--- src/rtl/secure_reg_requester.sv ---
// Initiator for the thread-gated secure register: one outstanding request, local privilege check.
// Define SECURE_REQ_AUDIT_EN to add the last_denied_tid / audit_valid audit outputs.
module secure_reg_requester #(
    parameter int DATA_WIDTH = 32,
    parameter int TID_WIDTH  = 32,
    parameter int RD_LATENCY = 1,
    parameter int CNT_WIDTH  = 16
) (
    input  logic                  clk,
    input  logic                  rst,
    input  logic                  req_valid,
    output logic                  req_ready,
    input  logic                  req_wr,
    input  logic [TID_WIDTH-1:0]  req_tid,
    input  logic [DATA_WIDTH-1:0] req_wdata,
    output logic                  rsp_valid,
    input  logic                  rsp_ready,
    output logic [DATA_WIDTH-1:0] rsp_rdata,
    output logic                  rsp_err,
    output logic                  reg_access_en,
    output logic                  reg_wr_en,
    output logic [TID_WIDTH-1:0]  reg_thread_id,
    output logic [DATA_WIDTH-1:0] reg_data_in,
    input  logic [DATA_WIDTH-1:0] reg_data_out,
    output logic [CNT_WIDTH-1:0]  denied_cnt
`ifdef SECURE_REQ_AUDIT_EN
    ,
    output logic [TID_WIDTH-1:0]  last_denied_tid,
    output logic                  audit_valid
`endif
);

    localparam int LAT_W = 4;

    typedef enum logic [1:0] {IDLE, ISSUE, WAIT, RESP} state_t;

    state_t                state_reg, state_next;
    logic                  wr_reg;
    logic [TID_WIDTH-1:0]  tid_reg;
    logic [DATA_WIDTH-1:0] wdata_reg;
    logic [LAT_W-1:0]      lat_reg;
    logic [DATA_WIDTH-1:0] rdata_reg;
    logic                  err_reg;
    logic [CNT_WIDTH-1:0]  cnt_reg;
    logic                  accept;
    logic                  denied;
    logic                  issue;

    assign accept = (state_reg == IDLE) && req_valid;
    // Full-width compare: any set bit in the thread id is unprivileged.
    assign denied = accept && (req_tid != '0);
    assign issue  = (state_reg == ISSUE);

    always_ff @(posedge clk) begin
        if (rst) begin
            state_reg <= IDLE;
        end else begin
            state_reg <= state_next;
        end
    end

    always_comb begin
        state_next = state_reg;
        case (state_reg)
            IDLE:    if (req_valid) state_next = (req_tid == '0) ? ISSUE : RESP;
            ISSUE:   state_next = wr_reg ? RESP : WAIT;
            WAIT:    if (lat_reg == '0) state_next = RESP;
            RESP:    if (rsp_ready) state_next = IDLE;
            default: state_next = IDLE;
        endcase
    end

    always_ff @(posedge clk) begin
        if (rst) begin
            wr_reg    <= 1'b0;
            tid_reg   <= '0;
            wdata_reg <= '0;
            lat_reg   <= '0;
            rdata_reg <= '0;
            err_reg   <= 1'b0;
            cnt_reg   <= '0;
        end else begin
            case (state_reg)
                IDLE: begin
                    if (accept) begin
                        wr_reg    <= req_wr;
                        tid_reg   <= req_tid;
                        wdata_reg <= req_wdata;
                        rdata_reg <= '0;
                        err_reg   <= denied;
                    end
                    if (denied && !(&cnt_reg)) begin
                        cnt_reg <= cnt_reg + CNT_WIDTH'(1);
                    end
                end
                ISSUE: begin
                    if (!wr_reg) lat_reg <= LAT_W'(RD_LATENCY - 1);
                end
                WAIT: begin
                    if (lat_reg == '0) rdata_reg <= reg_data_out;
                    else               lat_reg   <= lat_reg - LAT_W'(1);
                end
                default: ;
            endcase
        end
    end

`ifdef SECURE_REQ_AUDIT_EN
    logic [TID_WIDTH-1:0] last_tid_reg;
    logic                 audit_reg;

    always_ff @(posedge clk) begin
        if (rst) begin
            last_tid_reg <= '0;
            audit_reg    <= 1'b0;
        end else if (denied) begin
            last_tid_reg <= req_tid;
            audit_reg    <= 1'b1;
        end
    end

    assign last_denied_tid = last_tid_reg;
    assign audit_valid     = audit_reg;
`endif

    // Register-side outputs are forced to zero outside ISSUE so no stale data is exposed.
    assign req_ready     = (state_reg == IDLE);
    assign rsp_valid     = (state_reg == RESP);
    assign rsp_rdata     = rdata_reg;
    assign rsp_err       = err_reg;
    assign reg_access_en = issue;
    assign reg_wr_en     = issue & wr_reg;
    assign reg_thread_id = issue ? tid_reg : '0;
    assign reg_data_in   = issue ? wdata_reg : '0;
    assign denied_cnt    = cnt_reg;

endmodule

--- config.mk ---
export PLATFORM = sky130hd
export DESIGN_NAME = secure_reg_requester
export DESIGN_NICKNAME = d
export VERILOG_FILES = /design/src/rtl/secure_reg_requester.sv
export SDC_FILE = /design/constraint.sdc
export NUM_CORES = 1
export LEC_CHECK = 0
export CORE_MARGIN = 2
export CORE_UTILIZATION = 50
export DETAILED_ROUTE_END_ITERATION = 8
export DONT_BUFFER_PORTS = 1
export PLACE_DENSITY = 0.62
export SLEW_MARGIN = 25
export SYNTH_ARGS = -nofsm -noshare
export SYNTH_HDL_FRONTEND = slang
export SYNTH_SLANG_ARGS = --single-unit
--- constraint.sdc ---
create_clock -name clk -period 3.79 [get_ports clk]
set_clock_uncertainty 0.1 [all_clocks]
set_input_delay 0.379 -clock clk [delete_from_list [all_inputs] [get_ports clk]]
set_output_delay 0.379 -clock clk [all_outputs]
set_load 0.02 [all_outputs]
# Yosys cells after proc, flatten, opt, wreduce, memory -nomap -nowiden
# Cells that the tools add are included.
dict set report word_totals {
  reg_bits 120
  latchBits 0
  ramBits 0
  rom_bits 0
  inputBits 101
  output_inout_bits 117
  word_cells 50
  mem_count 0
}
dict set report op_classes {
  addsub 2
  mul 0
  n_div 0
  n_lt_le_gt_ge 0
  eq_ne 9
  shifts 0
  mux 14
  bitwise 1
  n_reduce_logical 16
}
# cell n
set ops {}
lappend ops {{two-way mux 32 bit} 4}
lappend ops {{one-hot mux 32 bit (2 select lines)} 1}
lappend ops {{logical NOT 32 bit} 1}
lappend ops {{nonzero test 32 bit} 1}
lappend ops {{adder 16 x 1 -> 16 bit (second input constant)} 1}
lappend ops {{AND reduction 16 bit} 1}
lappend ops {{AND reduction 3 bit} 3}
lappend ops {{two-way mux 2 bit} 4}
lappend ops {{two-way mux 4 bit} 2}
lappend ops {{inequality test 2 bit (second input constant)} 4}
lappend ops {{one-hot mux 2 bit (4 select lines)} 1}
lappend ops {{one-hot mux 4 bit (2 select lines)} 1}
lappend ops {{equality test 2 bit (second input constant)} 2}
lappend ops {{logical NOT 4 bit} 1}
lappend ops {{inequality test 2 x 1 -> 1 bit (second input constant)} 2}
lappend ops {{AND reduction 2 bit} 2}
lappend ops {{nonzero test 2 bit} 2}
lappend ops {{subtractor 4 x 1 -> 4 bit (second input constant)} 1}
lappend ops {{logical AND 1 bit} 3}
lappend ops {{equality test 2 x 1 -> 1 bit (second input constant)} 1}
lappend ops {{logical NOT 2 bit} 1}
lappend ops {{bitwise AND 1 bit} 1}
lappend ops {{logical NOT 1 bit} 1}
lappend ops {{two-way mux 1 bit} 1}

# Longest topological paths before layout
dict set report depth {
  depth_word 5
  depth_mapped 8
  mapped_depth_nobuf 7
}

# Worst setup path before layout
# OpenSTA, ideal clock, no wires.
dict set report synth_path {
  path_type {register -> register}
  from {register state_reg[0]}
  to {register cnt_reg[10] (netlist: denied_cnt[10])}
  setup_time_ns 0.070
  arrival_ns 1.754
  required_time_ns 3.620
  slack_ns 1.866
  path_stages_with_launch 8
  n_path_buf 1
  period_less_slack_ns 1.924
  path_cell_list {dfxtp_1 inv_1 ha_1 and2_1 o21ai_2 clkbuf_4 or4_1 a21oi_1}
}
dict set report synth_between {
  elab_chain_len 5
}
# item line
set synth_lines {}
lappend synth_lines {{start: declaration} 37} ;# state_t state_reg, state_next;
lappend synth_lines {{start signal: assignment} 58} ;# state_reg <= state_next;
lappend synth_lines {{logical NOT 2 bit (*)} --}
lappend synth_lines {{via req_ready} 12} ;# output logic req_ready,
lappend synth_lines {{logical AND 1 bit} 49} ;# assign accept = (state_reg == IDLE) && req_valid;
lappend synth_lines {{logical AND 1 bit} 51} ;# assign denied = accept && (req_tid != '0);
lappend synth_lines {{logical AND 1 bit} 92} ;# if (denied && !(&cnt_reg)) begin
lappend synth_lines {{AND reduction 2 bit (no line) (*)} --}
lappend synth_lines {{end signal: assignment} 93} ;# cnt_reg <= cnt_reg + CNT_WIDTH'(1);
lappend synth_lines {{end: declaration} 44} ;# logic [CNT_WIDTH-1:0] cnt_reg;
# The timed path passes the listed nets; every way through them passes the cells marked *.
# A chain may end at the register's enable or synchronous reset.

# Final worst setup path
dict set report layout_path {
  from {register state_reg[1]}
  to {output port reg_thread_id[15]}
}
dict set report layout_between {
  elab_chain_len 2
}
# item line
set layout_lines {}
lappend layout_lines {{equality test 2 x 1 -> 1 bit} 52} ;# assign issue = (state_reg == ISSUE);
lappend layout_lines {{via reg_access_en} 20} ;# output logic reg_access_en,
lappend layout_lines {{two-way mux 32 bit} 133} ;# assign reg_thread_id = issue ? tid_reg : '0;
lappend layout_lines {{end: declaration} 22} ;# output logic [TID_WIDTH-1:0] reg_thread_id,
# The timed path passes the listed nets, and every way through them passes these cells.

==> flow_summary.yaml <==
timing:
  finalCritPeriodShare_pct: 74.1
  maxSlewViolCount: 0
  max-slew-margin-rel_pct: 46.3
  fmax_mhz: 356
  min_period_ns: 2.81
  rsz0062_at_grt: "false"
  setup_viol: 0
  worst_slew_pin_slew_ns: 0.802
  tns_ns: 0
  hold_viol_final: 0
  holdWs_ns: 0.0264
placed_design:
  routabilityCongestion: 0.783
  hpwl_mm: 8.48
  io_buffers: 0
critical_path:
  worstReg2RegStart: "state_reg[1]"
  r2r_end: "tid_reg[16]"
  worstPathCellList: "inv_1 > ha_2 > buf_4 > and2_1"
  required_ns: 3.31
  crit_arrival_ns: 2.33
  worstSetupEndpointType: "output port"
  critPathLaunchType: "flip-flop"
  critPathMaxFanout: 43
  crit_slowest_cell: "ha_2"
  critPathKind: "flip-flop to output port"
  reg2reg_slack_ns: 1.03
  crit_path_max_incr_delay_ns: 0.68
  rr_worst_depth: 7
clocking:
  cts_tree: "done"
  htreeDepth: 4
  numClockSinks: 120
  cts_buffers: 17
  clkTransAtPathRegs_ns: 0.06
  insertion_delay_ns: 0.50
  cts_root_buf: "clkbuf_8"
  cts_max_path_buffers: 2
  ctsResizeCount: 0
floorplan:
  pin_count: 218
  start_util_pct: 51.9
  dieArea_um2: 11000
  die_x_um: 105
  row_count: 36
  core_area_um2: 9820
  die_h_um: 105
synthesis:
  ys_warn_count: 0
  synth_edf_count: 0
  synth.net_count: 734
  ys.flop_type: "dfxtp_1"
  synthCells: 625
  ys_seq_area_share_pct: 47.1
  async_flop_share_pct: 0
  synth-seq-cells: 120
  synth_cell_types: 40
  syn_area_per_cell_um2: 8.16
  syn_area_um2: 5100
grt:
  grt_usage_pct: 25.3
  grt_pass1_vias: 4568
  antenna_found_initial: 0
  gr-total-overflow: 0
  grt_max_degree: 118
  grt_pass1_wl_mm: 22.5
detailed_routing:
  vias: 4697
  vias_per_cell: 5.56
  drtAntennaViolNets: 0
  drtIter0Drc: 321
  drc_errors: 0
  routed_wl_mm: 14.2
  wl_per_cell_um: 16.8
  dr.pass1.iters: 4
finish:
  diodes: 0
  nets: 808
  syn2layout_area_growth_pct: 30.5
  drive_gt1_share_pct: 6.74
min_path:
  min_from: "rst"
  hold_depth: 2
  hold_path_end: "denied_cnt[6]"
  min_path_type: "input pin to flip-flop"
power:
  ir_drop_v: 0.000361
  leakage_nw: 2.46
  power_per_cell_area_nw_per_um2: 644
  p_total_w: 0.00429
run_status:
  status: "finished clean"
job:
  maxCapViolCount: 0
[synthesized netlist by cell type, types with 2 or more instances]
library cell / count / share of area, %
mux2_1: 2 / 0.44
or4_1: 11 / 1.6
nand3_1: 7 / 0.69
nor2_1: 45 / 3.3
buf_6: 5 / 1.1
nor4_1: 10 / 1.2
nor2b_1: 3 / 0.37
o31ai_1: 12 / 1.8
a22oi_1: 32 / 4.7
nand4_1: 6 / 0.74
clkbuf_1: 34 / 2.5
or3b_1: 2 / 0.34
buf_1: 3 / 0.22
or3_1: 3 / 0.37
xnor2_1: 2 / 0.34
and2_1: 66 / 8.1
dfxtp_1: 120 / 47
inv_1: 8 / 0.59
nand2_1: 138 / 10
o21ai_1: 4 / 0.39
a21oi_1: 84 / 8.2
clkbuf_4: 2 / 0.29
ha_1: 8 / 2.0
clkbuf_8: 2 / 0.54
[cells in the final DEF (no fill, tap or decap), types with 8 or more instances in the layout]
cell type,netlist,routed
dfxtp_1,120,120
nor2_1,45,44
dlygate4sd3_1,0,97
a22oi_1,32,32
nand2_1,138,137
and2_1,66,65
a21oi_1,84,84
or4_1,11,11
nor4_1,10,10
clkbuf_16,0,16
inv_1,8,8
o31ai_1,12,12
[kinds of logic (layout without fill, tap and decap cells)]
family / after synthesis / after routing / synth area share (%)
and+or+nand+nor: 301 / 301 / 28.8
AOI/OAI and AO/OA: 136 / 136 / 15.8
DFF: 120 / 120 / 47.1
buffers and inverters: 55 / 142 / 5.40
adders and majority gates: 8 / 8 / 1.96
xor gates and xnor gates: 3 / 3 / 0.515
muxes: 2 / 2 / 0.442
[through the flow]
stage	utilization [%]	worst slack, ns	std cells	area, um2
3_3_place_gp	51.6	1.31	715	5060
2_1_floorplan	-	1.87	625	5100
4_1_cts	67.8	0.941	845	6660
5_1_grt	67.8	0.824	845	6660
6_report	67.8	0.980	845	6660
3_5_place_dp	51.7	1.28	715	5080
[routing by layer]
metal / global-route usage, % / routed length, um / vias up
met5: 0 / 0 / -
met1: 30.2 / 5850 / 2210
met3: 7.49 / 1110 / 23
met4: 9.62 / 250 / 0
met2: 42.7 / 7020 / 197
li1: - / - / 2267
[how the worst max path moves through the flow]
| stage | start | endpoint | slack, ns | cells past startpoint |
|---|---|---|---|---|
| floorplan | state_reg[0] | denied_cnt[10] | 1.87 | 7 |
| global placement | req_tid[15] | denied_cnt[12] | 1.31 | 6 |
| detailed placement | req_tid[0] | denied_cnt[3] | 1.28 | 6 |
| CTS | state_reg[1] | reg_data_in[10] | 0.94 | 4 |
| global route | state_reg[1] | reg_data_in[10] | 0.82 | 4 |
| finish | state_reg[1] | reg_thread_id[15] | 0.98 | 4 |
[timing repair]
action,CTS,global route
hold endpoints to repair,116,0
hold buffers,98,0
buffers inserted,0,0
[layout make-up]
type / instances / area, um2
well taps: 133 / 166
flip-flops and latches: 120 / 2400
inverters: 8 / 30.0
clock buffers: 19 / 432
repair buffers: 102 / 1030
clock inverters: 13 / 149
fillers: 779 / 3160
multi-input cells: 450 / 2450
[critical path: cells and delay by family, from the launching register on]
kind	cells	cell delay, ns
adder cells (fa/ha/maj)	1	0.68
buffers and inverters	2	0.47
flip-flops	1	0.34
AND/OR/NAND/NOR	1	0.32
[report_power, final]
part / leakage [nW] / switching [W] / internal [W] / total, W
registers: 0.978 / 0.000205 / 0.00147 / 0.00167
logic: 1.22 / 0.000704 / 0.000363 / 0.00107
clock network: 0.263 / 0.000591 / 0.000957 / 0.00155
(Power assumes the default switching activity.)
